**config.mk**
```make
export PLATFORM = sky130hd
export DESIGN_NAME = ps2_mouse_master_fsm_v2
export DESIGN_NICKNAME = d
export VERILOG_FILES = /design/src/rtl/ps2_mouse_pkg.sv /design/src/rtl/ps2_mouse_pkt_assembler.sv /design/src/rtl/ps2_mouse_master_fsm_v2.sv
export SDC_FILE = /design/constraint.sdc
export NUM_CORES = 1
export LEC_CHECK = 0
export ABC_AREA = 1
export CAP_MARGIN = 20
export CORE_ASPECT_RATIO = 1.4
export CORE_UTILIZATION = 55
export DETAILED_ROUTE_END_ITERATION = 7
export DONT_BUFFER_PORTS = 1
export PLACE_DENSITY = 0.75
export SYNTH_ARGS = -nofsm -noshare
export SYNTH_HDL_FRONTEND = slang
export SYNTH_SLANG_ARGS = --single-unit
```
**constraint.sdc**
```tcl
create_clock -name clk_i -period 7.5 [get_ports clk_i]
set_clock_uncertainty 0.15 [all_clocks]
set_input_delay 1.875 -clock clk_i [delete_from_list [all_inputs] [get_ports clk_i]]
set_output_delay 1.875 -clock clk_i [all_outputs]
set_load 0.03 [all_outputs]
```
**src/rtl/ps2_mouse_pkg.sv**
```systemverilog
// rtl/ps2_mouse_pkg.sv - shared states, PS/2 command/response codes and init-sequence helpers
package ps2_mouse_pkg;

  typedef enum logic [3:0] {
    ST_IDLE     = 4'd0,
    ST_SEND     = 4'd1,
    ST_WAIT_ACK = 4'd2,
    ST_WAIT_BAT = 4'd3,
    ST_WAIT_ID  = 4'd4,
    ST_STREAM   = 4'd5,
    ST_FAIL     = 4'd6
  } state_t;

  localparam logic [7:0] CMD_RESET    = 8'hFF;
  localparam logic [7:0] CMD_ENABLE   = 8'hF4;
  localparam logic [7:0] CMD_SET_RATE = 8'hF3;
  localparam logic [7:0] CMD_GET_ID   = 8'hF2;
  localparam logic [7:0] RSP_ACK      = 8'hFA;
  localparam logic [7:0] RSP_RESEND   = 8'hFE;
  localparam logic [7:0] RSP_ERROR    = 8'hFC;
  localparam logic [7:0] RSP_BAT_OK   = 8'hAA;
  localparam logic [7:0] RSP_ID_WHEEL = 8'h03;

  // Slot of F2 in the wheel-enabled sequence; only meaningful when wheel detect is on.
  localparam logic [3:0] GET_ID_IDX = 4'd7;

  function automatic logic [3:0] seq_len(input logic enable_wheel);
    return enable_wheel ? 4'd11 : 4'd4;
  endfunction

  // Without wheel detect the seven knock bytes are skipped, so indices past 0 map 7 slots later.
  function automatic logic [7:0] cmd_at(input logic [3:0] idx, input logic enable_wheel,
                                        input logic [7:0] sample_rate);
    logic [3:0] slot;
    slot = (enable_wheel || idx == 4'd0) ? idx : idx + 4'd7;
    case (slot)
      4'd0:                   return CMD_RESET;
      4'd1, 4'd3, 4'd5, 4'd8: return CMD_SET_RATE;
      4'd2:                   return 8'hC8;
      4'd4:                   return 8'h64;
      4'd6:                   return 8'h50;
      4'd7:                   return CMD_GET_ID;
      4'd9:                   return sample_rate;
      default:                return CMD_ENABLE;
    endcase
  endfunction

  // Decided by position, not byte value, so an argument byte equal to F2 is not mistaken for it.
  function automatic logic is_get_id_idx(input logic [3:0] idx, input logic enable_wheel);
    return enable_wheel && (idx == GET_ID_IDX);
  endfunction

endpackage

```
**src/rtl/ps2_mouse_pkt_assembler.sv**
```systemverilog
// rtl/ps2_mouse_pkt_assembler.sv - stream packet sync, byte counting, inter-byte timeout and publish
module ps2_mouse_pkt_assembler #(
  parameter int TIMEOUT_CYCLES = 500_000
) (
  input  logic       clk_i,
  input  logic       rst_i,
  input  logic       active_i,
  input  logic       wheel_mode_i,
  input  logic       byte_ready_i,
  input  logic [7:0] byte_read_i,
  input  logic       rx_ok_i,
  output logic [7:0] mouse_status_o,
  output logic [7:0] mouse_dx_o,
  output logic [7:0] mouse_dy_o,
  output logic [7:0] mouse_dz_o,
  output logic       send_interrupt_o
);

  localparam int TW = $clog2(TIMEOUT_CYCLES);
  localparam logic [TW-1:0] T_LAST = TW'(TIMEOUT_CYCLES - 1);

  logic [1:0]    cnt_q, cnt_d;
  logic [7:0]    b0_q, b0_d, b1_q, b1_d, b2_q, b2_d;
  logic [TW-1:0] gap_q, gap_d;
  logic [7:0]    st_q, st_d, dx_q, dx_d, dy_q, dy_d, dz_q, dz_d;
  logic          irq_q, irq_d;
  logic [1:0]    last_cnt;

  assign last_cnt = wheel_mode_i ? 2'd3 : 2'd2;

  // Collect bytes into staging registers; publish all outputs together on the final byte.
  always_comb begin
    cnt_d = cnt_q;
    b0_d  = b0_q;
    b1_d  = b1_q;
    b2_d  = b2_q;
    gap_d = gap_q;
    st_d  = st_q;
    dx_d  = dx_q;
    dy_d  = dy_q;
    dz_d  = dz_q;
    irq_d = 1'b0;
    if (active_i) begin
      if (byte_ready_i) begin
        gap_d = '0;
        if (!rx_ok_i) begin
          cnt_d = 2'd0;
        end else if (cnt_q == 2'd0) begin
          if (byte_read_i[3]) begin
            b0_d  = byte_read_i;
            cnt_d = 2'd1;
          end
        end else if (cnt_q == last_cnt) begin
          st_d  = b0_q;
          dx_d  = b1_q;
          dy_d  = wheel_mode_i ? b2_q : byte_read_i;
          dz_d  = wheel_mode_i ? {{4{byte_read_i[3]}}, byte_read_i[3:0]} : 8'h00;
          irq_d = 1'b1;
          cnt_d = 2'd0;
        end else begin
          if (cnt_q == 2'd1) b1_d = byte_read_i;
          else               b2_d = byte_read_i;
          cnt_d = cnt_q + 2'd1;
        end
      end else if (cnt_q != 2'd0) begin
        if (gap_q == T_LAST) begin
          cnt_d = 2'd0;
          gap_d = '0;
        end else begin
          gap_d = gap_q + 1'b1;
        end
      end
    end
  end

  // Packet state and published outputs.
  always_ff @(posedge clk_i or posedge rst_i) begin
    if (rst_i) begin
      cnt_q <= 2'd0;
      b0_q  <= 8'h00;
      b1_q  <= 8'h00;
      b2_q  <= 8'h00;
      gap_q <= '0;
      st_q  <= 8'h00;
      dx_q  <= 8'h00;
      dy_q  <= 8'h00;
      dz_q  <= 8'h00;
      irq_q <= 1'b0;
    end else begin
      cnt_q <= cnt_d;
      b0_q  <= b0_d;
      b1_q  <= b1_d;
      b2_q  <= b2_d;
      gap_q <= gap_d;
      st_q  <= st_d;
      dx_q  <= dx_d;
      dy_q  <= dy_d;
      dz_q  <= dz_d;
      irq_q <= irq_d;
    end
  end

  assign mouse_status_o   = st_q;
  assign mouse_dx_o       = dx_q;
  assign mouse_dy_o       = dy_q;
  assign mouse_dz_o       = dz_q;
  assign send_interrupt_o = irq_q;

endmodule

```
**src/rtl/ps2_mouse_master_fsm_v2.sv**
```systemverilog
// rtl/ps2_mouse_master_fsm_v2.sv - PS/2 mouse host: reset, wheel detect, rate set, stream enable
module ps2_mouse_master_fsm_v2
  import ps2_mouse_pkg::*;
#(
  parameter int         TIMEOUT_CYCLES = 500_000,
  parameter bit         ENABLE_WHEEL   = 1'b1,
  parameter logic [7:0] SAMPLE_RATE    = 8'd100,
  parameter int         MAX_RETRIES    = 3
) (
  input  logic       clk_i,
  input  logic       rst_i,
  output logic       send_byte_o,
  output logic [7:0] byte_to_send_o,
  input  logic       byte_sent_i,
  output logic       read_enable_o,
  input  logic [7:0] byte_read_i,
  input  logic [1:0] byte_error_code_i,
  input  logic       byte_ready_i,
  output logic [7:0] mouse_status_o,
  output logic [7:0] mouse_dx_o,
  output logic [7:0] mouse_dy_o,
  output logic [7:0] mouse_dz_o,
  output logic       send_interrupt_o,
  output logic       wheel_mode_o,
  output logic       init_fail_o,
  output logic [3:0] state_dbg_o
);

  localparam int TW = $clog2(TIMEOUT_CYCLES);
  localparam logic [TW-1:0] T_LAST   = TW'(TIMEOUT_CYCLES - 1);
  localparam logic [3:0]    LAST_IDX = seq_len(ENABLE_WHEEL) - 4'd1;
  localparam logic [3:0]    MAX_R    = 4'(MAX_RETRIES);

  state_t        state_q, state_d;
  logic [TW-1:0] timer_q;
  logic [3:0]    idx_q, idx_d;
  logic [3:0]    retry_q, retry_d;
  logic [7:0]    tx_q, tx_d;
  logic          wheel_q, wheel_d;
  logic          fail_q, fail_d;
  logic          timeout, rx_ok, do_adv, do_retry;

  assign timeout = (timer_q == T_LAST);
  assign rx_ok   = (byte_error_code_i == 2'b00);

  // Next state: a received byte always takes priority over a coincident timeout.
  always_comb begin
    state_d  = state_q;
    idx_d    = idx_q;
    retry_d  = retry_q;
    wheel_d  = wheel_q;
    fail_d   = fail_q;
    tx_d     = tx_q;
    do_adv   = 1'b0;
    do_retry = 1'b0;
    case (state_q)
      ST_IDLE: if (timeout) begin
        state_d = ST_SEND;
        idx_d   = 4'd0;
      end
      ST_SEND: if (byte_sent_i) state_d = ST_WAIT_ACK;
      ST_WAIT_ACK: begin
        if (byte_ready_i) begin
          if (!rx_ok) begin
            do_retry = 1'b1;
          end else begin
            case (byte_read_i)
              RSP_ACK: begin
                if (idx_q == 4'd0)                           state_d = ST_WAIT_BAT;
                else if (is_get_id_idx(idx_q, ENABLE_WHEEL)) state_d = ST_WAIT_ID;
                else                                         do_adv  = 1'b1;
              end
              RSP_RESEND, RSP_ERROR: do_retry = 1'b1;
              default:               do_retry = 1'b1;
            endcase
          end
        end else if (timeout) begin
          do_retry = 1'b1;
        end
      end
      ST_WAIT_BAT: begin
        if (byte_ready_i) begin
          if (rx_ok && byte_read_i == RSP_BAT_OK) state_d  = ST_WAIT_ID;
          else                                    do_retry = 1'b1;
        end else if (timeout) begin
          do_retry = 1'b1;
        end
      end
      ST_WAIT_ID: begin
        if (byte_ready_i) begin
          if (rx_ok) begin
            if (is_get_id_idx(idx_q, ENABLE_WHEEL)) wheel_d = (byte_read_i == RSP_ID_WHEEL);
            do_adv = 1'b1;
          end else begin
            do_retry = 1'b1;
          end
        end else if (timeout) begin
          do_retry = 1'b1;
        end
      end
      ST_STREAM: ;
      ST_FAIL:   ;
      default:   state_d = ST_IDLE;
    endcase

    if (do_adv) begin
      retry_d = 4'd0;
      if (idx_q == LAST_IDX) begin
        state_d = ST_STREAM;
      end else begin
        idx_d   = idx_q + 4'd1;
        state_d = ST_SEND;
      end
    end

    if (do_retry) begin
      retry_d = retry_q + 4'd1;
      idx_d   = 4'd0;
      if (retry_d == MAX_R) begin
        state_d = ST_FAIL;
        fail_d  = 1'b1;
      end else begin
        state_d = ST_SEND;
      end
    end

    // Latch the command on entry to SEND so it stays put until the transmitter is done.
    if (state_d == ST_SEND && state_q != ST_SEND) tx_d = cmd_at(idx_d, ENABLE_WHEEL, SAMPLE_RATE);
  end

  // Control registers.
  always_ff @(posedge clk_i or posedge rst_i) begin
    if (rst_i) begin
      state_q <= ST_IDLE;
      idx_q   <= 4'd0;
      retry_q <= 4'd0;
      tx_q    <= 8'hFF;
      wheel_q <= 1'b0;
      fail_q  <= 1'b0;
    end else begin
      state_q <= state_d;
      idx_q   <= idx_d;
      retry_q <= retry_d;
      tx_q    <= tx_d;
      wheel_q <= wheel_d;
      fail_q  <= fail_d;
    end
  end

  // State timer: restarts on every state change and saturates at the timeout value.
  always_ff @(posedge clk_i or posedge rst_i) begin
    if (rst_i)                   timer_q <= '0;
    else if (state_d != state_q) timer_q <= '0;
    else if (!timeout)           timer_q <= timer_q + 1'b1;
  end

  assign send_byte_o    = (state_q == ST_SEND) && (timer_q == '0);
  assign byte_to_send_o = tx_q;
  assign read_enable_o  = (state_q == ST_WAIT_ACK) || (state_q == ST_WAIT_BAT) ||
                          (state_q == ST_WAIT_ID)  || (state_q == ST_STREAM);
  assign wheel_mode_o   = wheel_q;
  assign init_fail_o    = fail_q;
  assign state_dbg_o    = state_q;

  ps2_mouse_pkt_assembler #(
    .TIMEOUT_CYCLES(TIMEOUT_CYCLES)
  ) u_pkt (
    .clk_i            (clk_i),
    .rst_i            (rst_i),
    .active_i         (state_q == ST_STREAM),
    .wheel_mode_i     (wheel_q),
    .byte_ready_i     (byte_ready_i),
    .byte_read_i      (byte_read_i),
    .rx_ok_i          (rx_ok),
    .mouse_status_o   (mouse_status_o),
    .mouse_dx_o       (mouse_dx_o),
    .mouse_dy_o       (mouse_dy_o),
    .mouse_dz_o       (mouse_dz_o),
    .send_interrupt_o (send_interrupt_o)
  );

endmodule

```
==> reports/qor.yml <==
placement:
  hpwlAfterDp_mm: 8.792
  port_buffers: 0
  placed_area_um2: 6055
  gp_congestion: 0.8533
detailed_routing:
  dr.pass1.iters: 6
  drcViolationCount: 0
  drt_iter0_markers: 297
  routed_via_density: 5.421
  wl_per_cell_um: 14.27
  dr_total_vias: 4787
  final_antenna_net_count: 0
  wirelength_mm: 12.60
global_routing:
  grt_pass1_vias: 4783
  use_met1: 0.2895
  grt_max_degree: 59
  met3_usage: 0.06387
  gr-total-overflow: 0
  antenna_found_initial: 0
  grt_usage: 0.2411
  grt_pass1_wl_mm: 21.80
  grt_use_met2: 0.4136
  grt-busiest-layer: "met2"
timing:
  slew_viol_final: 0
  tightest_slew_ns: 0.9820
  period_needed_ns: 4.328
  slew_headroom: 0.3453
  clock.fmax_ghz: 0.2311
  hold_viol: 0
  setup_viol: 0
  tns_ns: 0
  rsz0062_at_grt: "no"
  period_share: 0.5770
clock_tree:
  cts_buffer_depth: 2
  h-tree-depth: 4
  cts_sinks: 114
  insertion_delay_ns: 0.41
  cts_buffers: 17
  post_cts_buffers: 0
  clk_pin_slew_ns: 0.06
  postCtsHoldBufs: 0
  tritoncts: "yes"
  cts.root.buffer_cell: "clkbuf_16"
  post_cts_resized: 0
logic_synthesis:
  synthArstFlopShare: 1.000
  ys_seq_area_frac: 0.4800
  synthFlopType: "dfrtp_1"
  avgSynthCellArea_um2: 8.167
  synth_warnings: 0
  syn-instance-count: 730
  synth_edf_count: 0
  syn_nets: 754
  ys_types: 40
  syn-cell-area_um2: 5962
  ys_ff_latch: 114
setup_path:
  worstSetupPathType: "flip-flop to primary output"
  start_kind: "flip-flop"
  worst_setup_path_end_kind: "primary output"
  worstRegToRegCells: 11
  crit_arrival_ns: 2.30
  crit_start: "state_dbg_o[3]$_DFF_PP0_"
  reg2reg_from: "state_dbg_o[2]$_DFF_PP0_"
  crit_path_max_fanout: 5
  required_ns: 5.48
  regToRegSetupSlack_ns: 4.80
final_layout:
  fillers: 902
  drive_gt1_frac: 0.1248
  fin_area_um2: 6718
  antenna_cells: 0
  area_delta_synth_final_pct: 12.68
  final_nets: 756
die:
  die_h_um: 125.2
  start_util: 0.5700
  boundaryPins: 63
  die_area_um2: 11270
  core_area_um2: 10460
  die_w_um: 90.00
  core.rowCount: 44
hold_path:
  holdCritStartpoint: "u_pkt.b0_q[3]$_DFFE_PP0P_"
  hp-class: "flip-flop to flip-flop"
  hold_depth: 2
run_status:
  status: "finished, final reports clean"
power_and_ir_drop:
  powerDensity_nw_per_um2: 233.6
  leakagePower_uw: 0.003201
  ir_worst_vdd_uv: 161.7
  finalPower_uw: 1569
flow_run:
  drv_cap: 0
-- final timing paths --
path | endpoint
max in group asynchronous | idx_q[1]$_DFF_PP0_
worst min-delay path | u_pkt.b0_q[3]$_DFFE_PP0P_
worst min register to register | u_pkt.b0_q[3]$_DFFE_PP0P_
min in group asynchronous | u_pkt.mouse_dy_o[2]$_DFFE_PP0P_
worst max register to register | u_pkt.gap_q[18]$_DFFE_PP0P_
worst max-delay path | send_byte_o
-- cell usage after synthesis (4+ instances only) --
cell type / n / area, µm²
dfrtp_1: 107 / 2678
nor2_2: 4 / 25.02
xor2_1: 16 / 140.1
nor3_2: 11 / 110.1
clkbuf_1: 11 / 41.29
dfstp_2: 7 / 183.9
inv_1: 82 / 307.8
nor2_4: 4 / 45.04
nand2_1: 182 / 683.2
nand3_2: 4 / 40.04
buf_4: 5 / 37.54
ha_1: 10 / 125.1
nand2_2: 8 / 50.05
nand3_1: 50 / 250.2
inv_2: 9 / 33.78
xnor2_1: 8 / 70.07
nor2_1: 55 / 206.5
a21oi_1: 22 / 110.1
nand4_1: 15 / 93.84
nor4_1: 5 / 31.28
o21ai_0: 63 / 315.3
nor3_1: 23 / 115.1
-- registers in the layout (all words and copies together) (netlist names), 7 cells and up --
register and cells:
u_pkt.b0_q 8, u_pkt.mouse_dx_o 8, byte_to_send_o 7, u_pkt.gap_q 19
timer_q 19, u_pkt.mouse_dy_o 8, u_pkt.mouse_status_o 8, u_pkt.b2_q 8
u_pkt.b1_q 8
-- metal layers --
metal	routed length, µm	vias to the layer above	part of all wire
li1	-	2361	-
met1	5456	2279	0.43
met2	6309	125	0.50
met3	664	22	0.053
met4	168	0	0.013
met5	0	-	0
-- cells by family after synthesis --
family	synth area share
DFF	0.4800
adders and majority gates	0.02099
AOI/OAI and AO/OA	0.08772
buffers and inverters	0.07597
other	0.001260
xor gates and xnor gates	0.03526
and+or+nand+nor	0.2988
-- layout make-up --
cell class	count	area, µm²	share of cell area
clock buffers	18	439.2	0.06538
clock inverters	14	224.0	0.03334
inverters	91	344.1	0.05122
multi-input cells	505	2654	0.3950
flip-flops and latches	114	2861	0.4260
well taps	138	172.7	0.02570
repair buffers	3	22.52	0.003353
-- layout by cell type, fill, tap and decap left out, drive strengths merged --
cell type / n
a2111oi: 1
o31ai: 1
ha: 10
or4: 1
and3: 1
nand3: 57
inv: 96
dfstp: 7
o21ai: 64
o21bai: 1
a31oi: 3
buf: 3
clkinvlp: 1
xnor2: 8
nor4b: 1
nor3: 34
or3: 1
clkbuf: 18
conb: 2
nand4: 15
o211ai: 2
a21oi: 23
dfrtp: 107
nand3b: 2
nor2: 63
bufinv: 5
or2: 2
nor4: 5
clkinv: 3
xor2: 16
nand2: 192
-- stage by stage --
step                cells  hold WS [ns]  utilization  setup slack (ns)
global placement      851        0.2837       0.5788             3.447
CTS                   883        0.3103       0.6422             3.143
floorplan             730        0.2698            -             2.471
finish                883        0.3076       0.6422             3.172
global route          883        0.3445       0.6422             3.018
detailed placement    851        0.2957       0.5788             3.291
-- power by group --
part | internal [µW] | leakage, µW | switching, µW | total [µW]
Sequential | 623 | 0.00150 | 7.91 | 630
Clock | 603 | 0.000322 | 298 | 901
Combinational | 8.46 | 0.00138 | 29.4 | 37.8
-- critical path, cell delays in order (launching register included) --
cell and delay [ns]:
dfrtp_1 0.53, nor2_2 0.25, nand3_1 0.15, inv_1 0.14, nand3_1 0.09, nor4b_2 0.73
(Power assumes the default switching activity.)
